==> src/rtl/keypad_event_encoder_if.sv <==
// Keypad pin and key-event bundle between the keypad encoder (master) and
// its consumer (slave): matrix rows/columns plus the calculator key-event strobes.
interface keypad_event_encoder_if;
   logic [3:0] row_in;
   logic [3:0] col_out;
   logic [3:0] num_val;
   logic [1:0] op_val;
   logic       is_num;
   logic       is_op;
   logic       is_eq;
   logic       is_clr;

   modport master (
      input  row_in,
      output col_out,
      output num_val,
      output op_val,
      output is_num,
      output is_op,
      output is_eq,
      output is_clr
   );

   modport slave (
      output row_in,
      input  col_out,
      input  num_val,
      input  op_val,
      input  is_num,
      input  is_op,
      input  is_eq,
      input  is_clr
   );
endinterface

==> src/rtl/keypad_event_encoder.sv <==
// Scans a 4x4 active-low keypad, debounces whole-frame scan results and emits
// exactly one single-cycle key event per accepted press.
module keypad_event_encoder #(
   parameter int SCAN_DIV = 50000,
   parameter int DEBOUNCE = 10
) (
   input logic                    clk,
   input logic                    rst,
   keypad_event_encoder_if.master kp
);
   localparam int SW = $clog2(SCAN_DIV);
   localparam int CW = $clog2(DEBOUNCE + 1);
   localparam logic [SW-1:0] SLOT_LAST = SW'(SCAN_DIV - 1);
   localparam logic [CW-1:0] DEB_MAX   = CW'(DEBOUNCE);

   typedef enum logic [1:0] {IDLE, PRESS_CHK, HELD, RELEASE_CHK} state_e;
   typedef enum logic [1:0] {FR_NONE, FR_KEY, FR_MULTI} frame_e;
   typedef enum logic [1:0] {EV_NUM, EV_OP, EV_EQ, EV_CLR} ev_e;
   typedef struct packed {
      ev_e        kind;
      logic [3:0] val;
   } ev_t;

   // Key index is row*4 + column.
   function automatic ev_t decode_key(input logic [3:0] key);
      ev_t e;
      case (key)
         4'd0:    e = '{EV_NUM, 4'd1};
         4'd1:    e = '{EV_NUM, 4'd2};
         4'd2:    e = '{EV_NUM, 4'd3};
         4'd3:    e = '{EV_OP,  4'd0};
         4'd4:    e = '{EV_NUM, 4'd4};
         4'd5:    e = '{EV_NUM, 4'd5};
         4'd6:    e = '{EV_NUM, 4'd6};
         4'd7:    e = '{EV_OP,  4'd1};
         4'd8:    e = '{EV_NUM, 4'd7};
         4'd9:    e = '{EV_NUM, 4'd8};
         4'd10:   e = '{EV_NUM, 4'd9};
         4'd11:   e = '{EV_OP,  4'd2};
         4'd12:   e = '{EV_CLR, 4'd0};
         4'd13:   e = '{EV_NUM, 4'd0};
         4'd14:   e = '{EV_EQ,  4'd0};
         4'd15:   e = '{EV_OP,  4'd3};
         default: e = '{EV_NUM, 4'd0};
      endcase
      return e;
   endfunction

   logic [3:0]    row_meta_q, row_sync_q;
   logic [SW-1:0] slot_q;
   logic [1:0]    col_q;
   logic [3:0]    col_out_q;
   logic [3:0]    cap0_q, cap1_q, cap2_q;
   state_e        state_q;
   logic [CW-1:0] cnt_q;
   logic [3:0]    cand_q;
   logic [3:0]    num_val_q;
   logic [1:0]    op_val_q;
   logic          is_num_q, is_op_q, is_eq_q, is_clr_q;

   logic [15:0]   frame_rows_s;
   logic [4:0]    hits_s;
   logic [3:0]    key_s;
   frame_e        frame_s;
   logic          eval_s;
   logic          emit_s;
   logic [CW-1:0] cnt_inc_s;
   ev_t           ev_s;

   // Synchronizer, column scan and per-column row capture.
   always_ff @(posedge clk) begin
      if (rst) begin
         row_meta_q <= 4'hF;
         row_sync_q <= 4'hF;
         slot_q     <= '0;
         col_q      <= 2'd0;
         col_out_q  <= 4'b1110;
         cap0_q     <= 4'hF;
         cap1_q     <= 4'hF;
         cap2_q     <= 4'hF;
      end else begin
         row_meta_q <= kp.row_in;
         row_sync_q <= row_meta_q;
         if (slot_q == SLOT_LAST) begin
            slot_q    <= '0;
            col_q     <= col_q + 2'd1;
            col_out_q <= {col_out_q[2:0], col_out_q[3]};
            case (col_q)
               2'd0:    cap0_q <= row_sync_q;
               2'd1:    cap1_q <= row_sync_q;
               2'd2:    cap2_q <= row_sync_q;
               default: cap0_q <= cap0_q;
            endcase
         end else begin
            slot_q <= slot_q + SW'(1);
         end
      end
   end

   // Column 3 is judged straight from the synchronizer on its own capture cycle.
   assign frame_rows_s = {row_sync_q, cap2_q, cap1_q, cap0_q};
   assign eval_s       = (slot_q == SLOT_LAST) && (col_q == 2'd3);
   assign cnt_inc_s    = cnt_q + CW'(1);
   assign ev_s         = decode_key(key_s);

   // Classify the frame as no key, one key, or several keys.
   always_comb begin
      hits_s = 5'd0;
      key_s  = 4'd0;
      for (int c = 0; c < 4; c++) begin
         for (int r = 0; r < 4; r++) begin
            if (frame_rows_s[c*4 + r] == 1'b0) begin
               hits_s = hits_s + 5'd1;
               key_s  = 4'(r*4 + c);
            end else begin
               hits_s = hits_s;
            end
         end
      end
      if (hits_s == 5'd0) begin
         frame_s = FR_NONE;
      end else if (hits_s == 5'd1) begin
         frame_s = FR_KEY;
      end else begin
         frame_s = FR_MULTI;
      end
   end

   assign emit_s = eval_s && (frame_s == FR_KEY) &&
                   (((state_q == IDLE) && (DEBOUNCE == 1)) ||
                    ((state_q == PRESS_CHK) && (key_s == cand_q) && (cnt_inc_s == DEB_MAX)));

   // Debounce FSM, stepped once per completed frame.
   always_ff @(posedge clk) begin
      if (rst) begin
         state_q <= IDLE;
         cnt_q   <= '0;
         cand_q  <= 4'hF;
      end else if (eval_s) begin
         case (state_q)
            IDLE: begin
               if (frame_s == FR_KEY) begin
                  cand_q  <= key_s;
                  cnt_q   <= (DEBOUNCE == 1) ? '0 : CW'(1);
                  state_q <= (DEBOUNCE == 1) ? HELD : PRESS_CHK;
               end else begin
                  state_q <= IDLE;
               end
            end
            PRESS_CHK: begin
               if (emit_s) begin
                  cnt_q   <= '0;
                  state_q <= HELD;
               end else if ((frame_s == FR_KEY) && (key_s == cand_q)) begin
                  cnt_q   <= cnt_inc_s;
               end else begin
                  cnt_q   <= '0;
                  state_q <= IDLE;
               end
            end
            HELD: begin
               if (frame_s == FR_NONE) begin
                  cnt_q   <= (DEBOUNCE == 1) ? '0 : CW'(1);
                  state_q <= (DEBOUNCE == 1) ? IDLE : RELEASE_CHK;
               end else begin
                  state_q <= HELD;
               end
            end
            RELEASE_CHK: begin
               if ((frame_s == FR_NONE) && (cnt_inc_s == DEB_MAX)) begin
                  cnt_q   <= '0;
                  state_q <= IDLE;
               end else if (frame_s == FR_NONE) begin
                  cnt_q   <= cnt_inc_s;
               end else begin
                  cnt_q   <= '0;
                  state_q <= HELD;
               end
            end
            default: begin
               cnt_q   <= '0;
               state_q <= IDLE;
            end
         endcase
      end else begin
         state_q <= state_q;
      end
   end

   // Event strobes and value outputs; values hold between their own strobes.
   always_ff @(posedge clk) begin
      if (rst) begin
         num_val_q <= 4'd0;
         op_val_q  <= 2'd0;
         is_num_q  <= 1'b0;
         is_op_q   <= 1'b0;
         is_eq_q   <= 1'b0;
         is_clr_q  <= 1'b0;
      end else begin
         is_num_q <= 1'b0;
         is_op_q  <= 1'b0;
         is_eq_q  <= 1'b0;
         is_clr_q <= 1'b0;
         if (emit_s) begin
            case (ev_s.kind)
               EV_NUM: begin
                  is_num_q  <= 1'b1;
                  num_val_q <= ev_s.val;
               end
               EV_OP: begin
                  is_op_q  <= 1'b1;
                  op_val_q <= ev_s.val[1:0];
               end
               EV_EQ:   is_eq_q  <= 1'b1;
               EV_CLR:  is_clr_q <= 1'b1;
               default: is_num_q <= 1'b0;
            endcase
         end else begin
            num_val_q <= num_val_q;
         end
      end
   end

   assign kp.col_out = col_out_q;
   assign kp.num_val = num_val_q;
   assign kp.op_val  = op_val_q;
   assign kp.is_num  = is_num_q;
   assign kp.is_op   = is_op_q;
   assign kp.is_eq   = is_eq_q;
   assign kp.is_clr  = is_clr_q;
endmodule

==> src/flat_wrapper.sv <==
// flat-port wrapper written by rule: the top's interface ports become plain ports
module keypad_event_encoder_flat 
#(
   parameter int SCAN_DIV = 50000,
   parameter int DEBOUNCE = 10
)
  (clk, rst, kp_row_in, kp_col_out, kp_num_val, kp_op_val, kp_is_num, kp_is_op, kp_is_eq, kp_is_clr);
  keypad_event_encoder_if kp_i ();
  input logic clk;
  input logic rst;
  input wire logic [$bits(kp_i.row_in)-1:0] kp_row_in;
  output wire logic [$bits(kp_i.col_out)-1:0] kp_col_out;
  output wire logic [$bits(kp_i.num_val)-1:0] kp_num_val;
  output wire logic [$bits(kp_i.op_val)-1:0] kp_op_val;
  output wire logic [$bits(kp_i.is_num)-1:0] kp_is_num;
  output wire logic [$bits(kp_i.is_op)-1:0] kp_is_op;
  output wire logic [$bits(kp_i.is_eq)-1:0] kp_is_eq;
  output wire logic [$bits(kp_i.is_clr)-1:0] kp_is_clr;
  assign kp_i.row_in = kp_row_in;
  assign kp_col_out = kp_i.col_out;
  assign kp_num_val = kp_i.num_val;
  assign kp_op_val = kp_i.op_val;
  assign kp_is_num = kp_i.is_num;
  assign kp_is_op = kp_i.is_op;
  assign kp_is_eq = kp_i.is_eq;
  assign kp_is_clr = kp_i.is_clr;
  keypad_event_encoder #(.SCAN_DIV(SCAN_DIV), .DEBOUNCE(DEBOUNCE)) u_core (.clk(clk), .rst(rst), .kp(kp_i));
endmodule
==> config.mk <==
export PLATFORM = sky130hd
export DESIGN_NAME = keypad_event_encoder_flat
export DESIGN_NICKNAME = d
export VERILOG_FILES = /design/src/rtl/keypad_event_encoder_if.sv /design/src/rtl/keypad_event_encoder.sv /design/src/flat_wrapper.sv
export SDC_FILE = /design/constraint.sdc
export NUM_CORES = 1
export LEC_CHECK = 0
export BUFFER_PORTS_ARGS = -buffer_cell sky130_fd_sc_hd__buf_2
export CORE_MARGIN = 1.5
export CORE_UTILIZATION = 47
export CTS_CLUSTER_DIAMETER = 150
export DETAILED_ROUTE_END_ITERATION = 10
export HOLD_SLACK_MARGIN = 0.03
export PLACE_DENSITY = 0.61
export RECOVER_POWER = 100
export SLEW_MARGIN = 15
export SYNTH_ARGS = -nofsm -noshare
export SYNTH_HDL_FRONTEND = slang
export SYNTH_SLANG_ARGS = --single-unit
==> constraint.sdc <==
create_clock -name clk -period 12.1 [get_ports clk]
set_clock_uncertainty 0.15 [all_clocks]
set_input_delay 0.605 -clock clk [delete_from_list [all_inputs] [get_ports clk]]
set_output_delay 0.605 -clock clk [all_outputs]
set_load 0.01 [all_outputs]
## Word-level counts from Yosys, hierarchy flattened

Memories as Yosys holds them, arrays and structs flattened.
Cells that the tools add are included.

| cells by class | value |
|---|---|
| add/subtract/negate cells | 18 |
| eq/ne operators | 18 |
| muxes and demuxes | 51 |
| bitwise gates (word level) | 1 |
| reduce and logical (&&, ||, !) cells | 22 |

Operators by type and width:

| cell | count |
|---|---|
| $mux 4 | 20 |
| $mux 5 | 15 |
| $add 5x1->5 const B | 14 |
| $add 16x1->16 const B | 1 |
| $eq 16x16->1 const B | 1 |
| $pmux 4 s4 | 1 |
| $eq 2x2->1 const B | 6 |
| $mux 2 | 6 |
| $reduce_and 2->1 | 5 |
| $reduce_and 3->1 | 3 |
| $eq 2x1->1 const B | 4 |
| $logic_not 2->1 | 4 |
| $pmux 2 s4 | 1 |
| $logic_and 1x1->1 | 7 |
| $mux 1 | 7 |
| $eq 5x1->1 const B | 1 |
| $logic_not 5->1 | 1 |
| $add 4x1->4 const B | 1 |
| $eq 4x4->1 | 1 |
| $eq 4x4->1 const B | 1 |
| $reduce_or 2->1 | 2 |
| $mux 3 | 1 |
| $ne 3x2->1 const B | 1 |
| $ne 3x3->1 const B | 1 |
| other kinds (5) | 5 |

| word-level totals | value |
|---|---|
| flip-flop bits (word level) | 62 |
| ROM bits | 96 |
| input port bits | 6 |
| output and inout port bits | 14 |
| logic and storage cells | 128 |
| memories kept | 1 |

Memory list:

| name | words | width | read ports | clocked after Yosys merged registers in | wr ports | line | source |
|---|---|---|---|---|---|---|---|
| (no name shown) | 16 | 6 | 1 | 0 | 0 | keypad_event_encoder.sv:27 | `case (key)` |

## Longest topological paths before layout

| depth | value |
|---|---|
| depth in word-level cells | 39 |
| depth in mapped cells | 54 |
| gate-level depth less buffers | 52 |

## Least setup slack after synthesis

No wires, ideal clock.

| timing path | value |
|---|---|
| path kind | flip-flop to flip-flop |
| start point | register u_core.cap0_q[0] |
| end point | register u_core.num_val_q[2] (netlist: u_core.kp.num_val[2]) |
| data arrival time | 9.714 ns |
| path slack | 2.120 ns |
| cell stages (with the launch flop) | 54 |
| period minus slack after synthesis | 9.980 ns |
| path through | dfxtp_1 inv_1 ha_1 buf_2 xnor2_1 ha_1 mux2_2 ha_1 mux2_2 ha_1 nand2b_1 o31ai_1 or2_2 ha_1 o22ai_1 inv_1 ha_1 nand2_1 [... 18 more ...] o21ai_0 a21oi_1 inv_1 ha_1 nand2b_1 xor2_1 xnor2_1 xnor3_1 nand4b_1 o41ai_1 xnor2_1 nor2b_1 mux2i_1 and4b_1 nor2_2 buf_6 or4_1 o211a_1 |

| between the ends | value |
|---|---|
| word-level cells in the longest chain between the ends | 38 |
| elaborated cells between the ends (all ways) | 39 |
| classes of those cells | 15 x add/sub; 2 x eq/ne; 18 x mux; 4 x reduce/logical |

Ends and longest elaborated chain:

| element | line | source |
|---|---|---|
| start: declaration | keypad_event_encoder.sv:53 | `logic [3:0] cap0_q, cap1_q, cap2_q;` |
| start signal: assignment | keypad_event_encoder.sv:89 | `2'd0: cap0_q <= row_sync_q;` |
| start signal: assignment | keypad_event_encoder.sv:92 | `default: cap0_q <= cap0_q;` |
| $mux 1 (*) | keypad_event_encoder.sv:112 | `if (frame_rows_s[c*4 + r] == 1'b0) begin` |
| $add 1x1->2 | keypad_event_encoder.sv:113 | `hits_s = hits_s + 5'd1;` |
| $mux 5 (*) | keypad_event_encoder.sv:112 |  |
| $add 5x1->5 | keypad_event_encoder.sv:113 |  |
| $mux 5 (*) | keypad_event_encoder.sv:112 |  |
| $add 5x1->5 | keypad_event_encoder.sv:113 |  |
| $mux 5 (*) | keypad_event_encoder.sv:112 |  |
| $add 5x1->5 | keypad_event_encoder.sv:113 |  |
| [... 21 more ...] | -- |  |
| $add 5x1->5 | keypad_event_encoder.sv:113 |  |
| $mux 5 (*) | keypad_event_encoder.sv:112 |  |
| $eq 5x1->1 | keypad_event_encoder.sv:122 | `end else if (hits_s == 5'd1) begin` |
| $mux 2 | keypad_event_encoder.sv:122 |  |
| $mux 2 (*) | keypad_event_encoder.sv:120 | `if (hits_s == 5'd0) begin` |
| $eq 2x1->1 (*) | keypad_event_encoder.sv:129 | `assign emit_s = eval_s && (frame_s == FR_KEY) &&` |
| $logic_and 1x1->1 (*) (2 in a row) | keypad_event_encoder.sv:129 |  |
| $reduce_and 2->1 (no source line) (*) | -- |  |
| end signal: assignment | keypad_event_encoder.sv:208 | `num_val_q <= ev_s.val;` |
| end signal: assignment | keypad_event_encoder.sv:219 | `num_val_q <= num_val_q;` |
| end: declaration | keypad_event_encoder.sv:57 | `logic [3:0] num_val_q;` |

Mark *: on every way between the ends. The rest lies on a longest branch, timed or not.
A chain may end at the register's enable or synchronous reset.

## Final worst setup path

Ends and elaborated chain as after synthesis.

==> flow_summary.ini <==
[outcome]
status = finished with violations
violations = capacitance limit, slew limit

[routing]
postRouteAntennaNets = 0
route.vias.total = 3983
drtIter0Drc = 137
wirelength_mm = 10.2
wl_per_cell_um = 14.1
drc_errors = 0
drt_pass1_iterations = 4
vias_per_cell = 5.50

[critical_path]
critPathRequiredTime_ps = 12180
critical-path-top-delay-family = adder cells
criticalPathCategory = reg -> reg
max_stage_delay_ps = 550
cpMaxStageDelayCell = sky130_fd_sc_hd__nor2_2
timing.critical_path.mode_cell = sky130_fd_sc_hd__ha_1
endpoint_kind = register
critical_path_peak_fanout = 20
critical_path_buf_inv_count = 3
cp.arrival_ps = 11090
crit_path_start_kind = register

[global_route]
antenna_found_initial = 0
global_route.peak_usage_layer = met2
grtUsageMet1_pct = 25.4
groute.layer.met3.usage_pct = 3.56
met2_track_demand_over_resource_pct = 32.4
number_of_global_route_vias_before_repair = 3769
grt_start_max_net_pins = 29
global_route_congestion_overflow_total = 0
global_route.usage.total_pct = 19.5
global_route_wire_length_before_repair_mm = 17.9

[synthesis]
syn-mean-instance-area_um2 = 8.62
post_synth_num_cell_types = 80
ys.warnings.count = 0
synth_compound_gate_area_share_pct = 12.1
synth_seq_cells = 62
synth_cells = 582
share_of_the_synthesized_area_in_the_top_cell_type_pct = 24.7
synth-edff-count = 0
post_synth_instance_area_mm2 = 0.00502
yosys.area_share.adder_pct = 6.43
ys.flop_type = sky130_fd_sc_hd__dfxtp_1
yosys.area.top_type = sky130_fd_sc_hd__dfxtp_1
synth_sequential_area_ratio_pct = 24.7
synth-xor-area-share_pct = 18.3
post-synth-top-count-cell = sky130_fd_sc_hd__nand2_1
synth_top_family_by_area = simple AND/OR/NAND/NOR gates
synth_commonest_cells = sky130_fd_sc_hd__nand2_1 (71), sky130_fd_sc_hd__dfxtp_1 (62), sky130_fd_sc_hd__nor2_1 (44)
synth_area_in_simple_gates_pct = 26.9
postSynth.asyncResetShare_pct = 0
dominant_cells_by_area_after_synthesis = sky130_fd_sc_hd__dfxtp_1 (25%), sky130_fd_sc_hd__xnor2_1 (6.8%), sky130_fd_sc_hd__ha_1 (6.2%)
synthesis.nets = 613
synth.area.mux_share_pct = 6.73

[floorplan]
core_mm2 = 0.0103
fp.dieW_um = 106
row_count = 37
fp.dieArea_mm2 = 0.0113
floorplan.die.height_um = 106
num_io_pins = 20
initial_utilization_pct = 48.6

[clocking]
worst_setup_hold_path_clk_slew_ps = 60
clock_latency_ps = 340
clock-root-buffer = sky130_fd_sc_hd__clkbuf_8
tritoncts = yes
holdBufCountCts = 0
clock_sinks = 62
cts_setup_buffers = 0
post_cts_resize_count = 0
cts_buffer_depth = 2
cts_max_level = 3
cts-buffers-inserted = 9

[sta]
timing.final.max_slew_violations = 1
final.period_utilization_pct = 91.0
period_needed_ps = 11010
hold_slack_ps = 253
worst-slew-pin-transition_ps = 1490
finalSetupTns_ps = 0
final.setup.worst_slack_ps = 1090
unrepaired_setup_endpoints_after_global_routing = false
final_hold_viols = 0
max-slew-margin-rel_pct = -0.660
timing.final.setup_violations = 0
max_freq_mhz = 90.8

[pwr]
leak_pwr_nw = 2.21
ir_worst_vdd_mv = 0.105
power_per_cell_area_mw_per_mm2 = 73.1

[cells_and_area]
largest_register_ff_count = 16
postLayoutCellArea_mm2 = 0.00527
layout.nets = 616
area.growth.synth_to_final_pct = 5.09
layout-drive-gt1-share_pct = 9.69
insertedDiodeCount = 0
register_with_the_most_flip_flops = u_core.slot_q

[place]
dpl_cell_area_mm2 = 0.00514
placement.setup.worst_slack_ps = 1170
dp_hpwl_mm = 7.87
placement.io_buffers = 19
gp_routability_congestion = 0.875

[job]
maxCapViolations = 1

[min_path]
hold_path_class = reg -> reg
[worst register-to-register path: cells and delay by family, from the launching register on]
kind	cells	cell delay (ps)
xor+xnor	5	910
mux	4	1090
buf+inv	3	190
flops	1	350
fa+ha+maj	13	3850
compound gates	8	1310
simple gates	18	3040
[final cells by class]
type,count,area (um^2)
Fill cell,989,5050
Multi-Input combinational cell,466,3530
Inverter,27,101
Clock inverter,2,10.0
Tap cell,136,170
Clock buffer,12,145
Timing Repair Buffer,19,76.3
Sequential cell,62,1240
[per-stage QoR]
| stage | util, % | power (W) | cells |
|---|---|---|---|
| floorplan | - | 0.000235 | 582 |
| global placement | 49.8 | 0.000240 | 710 |
| detailed placement | 49.8 | 0.000241 | 710 |
| CTS | 51.3 | 0.000392 | 724 |
| global route | 51.1 | 0.000406 | 724 |
| finish | 51.1 | 0.000386 | 724 |
[power by group]
group          internal (W)  switching (W)   total, W  leakage [nW]
combinational    0.00000923      0.0000183  0.0000276          1.62
sequential         0.000206     0.00000227   0.000209         0.503
clock             0.0000769      0.0000726   0.000150        0.0821
[logic make-up (layout without fill, tap and decap cells)]
family | Yosys count | count (layout)
fa+ha+maj | 26 | 26
compound gates | 80 | 80
flops | 62 | 62
mux | 32 | 32
simple gates | 250 | 250
buf+inv | 54 | 60
xor+xnor | 78 | 78
[placed cells by master, fill, tap and decap left out, types with 4 or more instances in the layout]
| cell type | n |
|---|---|
| sky130_fd_sc_hd__xnor2_1 | 39 |
| sky130_fd_sc_hd__ha_1 | 25 |
| sky130_fd_sc_hd__nor3b_1 | 5 |
| sky130_fd_sc_hd__nor4b_1 | 6 |
| sky130_fd_sc_hd__clkbuf_1 | 17 |
| sky130_fd_sc_hd__nor4_1 | 8 |
| sky130_fd_sc_hd__nand3_1 | 17 |
| sky130_fd_sc_hd__nor2b_1 | 12 |
| sky130_fd_sc_hd__o211ai_1 | 7 |
| sky130_fd_sc_hd__xor2_1 | 20 |
| sky130_fd_sc_hd__o31ai_1 | 7 |
| sky130_fd_sc_hd__a21oi_1 | 14 |
| sky130_fd_sc_hd__o21ai_0 | 13 |
| sky130_fd_sc_hd__clkbuf_8 | 10 |
| sky130_fd_sc_hd__a31oi_1 | 5 |
| sky130_fd_sc_hd__and2_1 | 5 |
| sky130_fd_sc_hd__buf_2 | 4 |
| sky130_fd_sc_hd__nor3_1 | 15 |
| sky130_fd_sc_hd__or2_2 | 10 |
| sky130_fd_sc_hd__xnor3_1 | 5 |
| sky130_fd_sc_hd__a21boi_0 | 4 |
| sky130_fd_sc_hd__inv_1 | 24 |
| sky130_fd_sc_hd__nand3b_1 | 4 |
| sky130_fd_sc_hd__and3_1 | 5 |
| sky130_fd_sc_hd__xnor2_2 | 5 |
| sky130_fd_sc_hd__nor2_1 | 44 |
| sky130_fd_sc_hd__a211o_1 | 4 |
| sky130_fd_sc_hd__mux2i_1 | 27 |
| sky130_fd_sc_hd__or4_1 | 6 |
| sky130_fd_sc_hd__nand4_1 | 6 |
| sky130_fd_sc_hd__nand2b_1 | 12 |
| sky130_fd_sc_hd__dfxtp_1 | 62 |
| sky130_fd_sc_hd__nand2_1 | 71 |
[per-layer routing]
layer	routed length, um	share of wire (%)	up-vias
met4	158	1.5	0
met3	324	3.2	11
met2	4820	47	59
met5	0	0	-
li1	-	-	2053
met1	4890	48	1860
[worst paths after layout]
kind	to	cells past startpoint	start	slack [ps]
max	u_core.kp.num_val[2]	51	u_core.cap0_q[0]	1090
max reg2reg	u_core.kp.num_val[2]	51	u_core.cap0_q[0]	1090
min	u_core.row_sync_q[3]	1	u_core.row_meta_q[3]	250
min reg2reg	u_core.row_sync_q[3]	1	u_core.row_meta_q[3]	250
Note: power is estimated with default switching activity, not from simulation.
